==> src/rtl/cmp_nic.sv <==
// Memory-mapped NIC bridging processor loads/stores to a ring router's local port.
// Optional NIC_IRQ_EN adds a registered nic_irq output raised while a packet waits.
module cmp_nic #(
   parameter int DATA_W = 64
) (
   input  logic              clk,
   input  logic              reset,
   input  logic [1:0]        addr,
   input  logic [DATA_W-1:0] d_in,
   output logic [DATA_W-1:0] d_out,
   input  logic              nicEn,
   input  logic              nicWrEn,
   input  logic              net_si,
   output logic              net_ri,
   input  logic [DATA_W-1:0] net_di,
   output logic              net_so,
   input  logic              net_ro,
   output logic [DATA_W-1:0] net_do
`ifdef NIC_IRQ_EN
   ,
   output logic              nic_irq
`endif
);

   localparam logic [1:0] A_IN_BUF   = 2'b00;
   localparam logic [1:0] A_IN_STAT  = 2'b01;
   localparam logic [1:0] A_OUT_BUF  = 2'b10;
   localparam logic [1:0] A_OUT_STAT = 2'b11;

   logic [DATA_W-1:0] in_buf_q, in_buf_d;
   logic [DATA_W-1:0] out_buf_q, out_buf_d;
   logic [DATA_W-1:0] d_out_q, d_out_d;
   logic              in_stat_q, in_stat_d;
   logic              out_stat_q, out_stat_d;

   assign net_ri = ~in_stat_q;
   assign net_so = out_stat_q;
   assign net_do = out_buf_q;
   assign d_out  = d_out_q;

   always_comb begin
      in_buf_d   = in_buf_q;
      in_stat_d  = in_stat_q;
      out_buf_d  = out_buf_q;
      out_stat_d = out_stat_q;
      d_out_d    = d_out_q;

      if (net_si && !in_stat_q) begin
         in_buf_d  = net_di;
         in_stat_d = 1'b1;
      end

      if (out_stat_q && net_ro)
         out_stat_d = 1'b0;

      // Status flags are sampled pre-edge, so a pop never races a router push
      // and a store never lands in a slot that is draining this cycle.
      if (nicEn && !nicWrEn) begin
         case (addr)
            A_IN_BUF: begin
               d_out_d = in_buf_q;
               if (in_stat_q)
                  in_stat_d = 1'b0;
            end
            A_IN_STAT:  d_out_d = {{(DATA_W-1){1'b0}}, in_stat_q};
            A_OUT_STAT: d_out_d = {{(DATA_W-1){1'b0}}, out_stat_q};
            default:    d_out_d = '0;
         endcase
      end

      if (nicEn && nicWrEn && (addr == A_OUT_BUF) && !out_stat_q) begin
         out_buf_d  = d_in;
         out_stat_d = 1'b1;
      end
   end

   always_ff @(posedge clk) begin
      if (reset) begin
         in_buf_q   <= '0;
         in_stat_q  <= 1'b0;
         out_buf_q  <= '0;
         out_stat_q <= 1'b0;
         d_out_q    <= '0;
      end else begin
         in_buf_q   <= in_buf_d;
         in_stat_q  <= in_stat_d;
         out_buf_q  <= out_buf_d;
         out_stat_q <= out_stat_d;
         d_out_q    <= d_out_d;
      end
   end

`ifdef NIC_IRQ_EN
   // Trails in_stat by one cycle: set after arrival, clear after the pop.
   logic irq_q;
   assign nic_irq = irq_q;

   always_ff @(posedge clk) begin
      if (reset) irq_q <= 1'b0;
      else       irq_q <= in_stat_q;
   end
`endif

endmodule

==> config.mk <==
export PLATFORM = sky130hd
export DESIGN_NAME = cmp_nic
export DESIGN_NICKNAME = d
export VERILOG_FILES = /design/src/rtl/cmp_nic.sv
export SDC_FILE = /design/constraint.sdc
export NUM_CORES = 1
export LEC_CHECK = 0
export ABC_AREA = 1
export CAP_MARGIN = 15
export CORE_ASPECT_RATIO = 1.1
export CORE_MARGIN = 2
export CORE_UTILIZATION = 28
export CTS_CLUSTER_SIZE = 25
export DETAILED_ROUTE_END_ITERATION = 10
export PLACE_DENSITY = 0.64
export SYNTH_ARGS = -nofsm -noshare
export SYNTH_HDL_FRONTEND = slang
export SYNTH_SLANG_ARGS = --single-unit
==> constraint.sdc <==
create_clock -name clk -period 3.1 [get_ports clk]
set_clock_uncertainty 0.15 [all_clocks]
set_input_delay 0.31 -clock clk [delete_from_list [all_inputs] [get_ports clk]]
set_output_delay 0.31 -clock clk [all_outputs]
set_load 0.01 [all_outputs]
==> out/results.ini <==
[run_status]
status = finished clean

[finish]
nets = 1360
stdcell_area_um2 = 10600
layout-drive-gt1-share_pct = 4.28
final_cell_mix = nor2_1, clkdlybuf4s50_1, nand2_1
finish.utilization_pct = 42.4
syn_to_final_growth_pct = 50.0
finalNonFillerCells = 1554

[cts]
cts_resized = 0
numCtsBuffers = 17
clkTransAtPathRegs_ps = 70
clk-insertion-delay-late_ps = 420
root_buffer = clkbuf_16
clk_path_buf_depth = 2
post_cts_buffers = 0
htree_levels = 4
cts_tree = built
cts_sinks = 194
ctsHoldBuffers = 0

[critical_path]
path_delay_family = buffers and inverters
crit_required_ps = 2640
cp_max_fo = 2
cp.arrival_ps = 1360
critPathBufInv = 1
worstSetupPathType = flop to output pin
end_kind = output pin
critPathMaxStageDelay_ps = 610
reg2reg_slack_ps = 1350
path_cells = clkdlybuf4s50_1
critPathLaunchType = flop
slowest_stage = clkdlybuf4s50_1

[route]
routedWlPerCell_um = 12.7
vias = 6584
routed_via_density = 4.24
first_iter_violations = 258
wirelength_um = 19700
drc = 0
first_pass_iters = 4
ant_nets = 0

[timing]
hold_slack_ps = 224
worst_slack_ps = 1280
max_freq_mhz = 549
fin_crit_sh_pct = 58.8
maxSlewViolCount = 0
min_period_ps = 1820
report.final.setup_viol = 0
tns_ps = 0
hold_viol = 0
tightest_slew_ps = 813
slew_headroom_pct = 45.8
rsz0062_at_grt = no

[power_and_ir_drop]
p_per_area_nw_per_um2 = 517
finalPower_mw = 5.49
power.leakage_nw = 4.22
vdd_ir_drop_max_mv = 0.310

[global_routing]
grt_max_degree = 75
antenna_found_initial = 3
grt.total_usage_pct = 14.6
grt_pass1_wl_um = 30800
grt_overflow = 0
grt_pass1_vias = 6137

[floorplanning]
die_w_um = 156
io_pins = 266
core_area_um2 = 25000
dieArea_um2 = 26600
initial_utilization_pct = 28.3
dieHeight_um = 171
row_count = 61

[placement]
gp_congestion = 0.732
hpwl_um = 13200
place_area_um2 = 10000
numPortBuffers = 265
dp_cells = 1520
preCtsSetupSlack_ps = 872

[synth]
netlist_instances = 987
synthTopCellsByArea = dfxtp_1, nor2_1, nand2_1
synth_top_cell_area_share_pct = 54.9
netlist_area_um2 = 7080
syn_area_per_cell_um2 = 7.17
synth-seq-cells = 194
yosys.area.top_type = dfxtp_1
synth_warnings = 0
ys_seq_area_share_pct = 54.9
synth_nets = 1123
ys_types = 14

[job]
maxCapViolCount = 0

[worst_hold_path]
hp-class = input port to flop

## sequential cells by signal (all words and copies together), names as in the netlist
register and flops:
net_so 1, in_buf_q 64, net_do 64, d_out 64, in_stat_q 1
## worst paths after layout
check	from	endpoint	cells past startpoint
max reg2reg	net_so	net_do[63]	7
min	reset	in_buf_q[2]	4
max	d_out[50]	d_out[50]	1
min reg2reg	in_buf_q[37]	d_out[37]	2
## Yosys cell counts, drive strengths merged
master and instances:
inv 73, nor2 266, buf 36, a21oi 64, o21ai 65, nand3 2, nand2 262, dfxtp 194
clkbuf 25
## where the power goes
part	leakage [nW]	internal [mW]	switching, mW	total (mW)
registers	1.58	2.60	0.0513	2.65
clock network	0.275	1.23	0.999	2.23
logic	2.36	0.318	0.288	0.607
## cell families (layout without fill, tap and decap cells)
family,after synthesis,in the layout,synth area share (%)
buffers and inverters,134,384,7.74
AND/OR/NAND/NOR,530,530,28.3
other,0,2,0
AO/OA/AOI/OAI,129,129,9.12
flip-flops,194,194,54.9
## layer usage
layer  vias to the layer above  track usage, %  wire, um
met5                         -               0        16
met4                         2            3.27       170
met3                        15            5.50      1590
met2                       199            24.1      8720
met1                      2901            18.1      9250
li1                       3467               -         -
## final cells by class
type                    count  area, um2
clock inverters            12        149
flip-flops and latches    194       3880
repair buffers            279       2800
multi-input cells         659       2660
well taps                 315        394
inverters                  73        275
clock buffers              20        447
fillers                  2588      14400
diodes                      2       5.00
(Power assumes the default switching activity.)
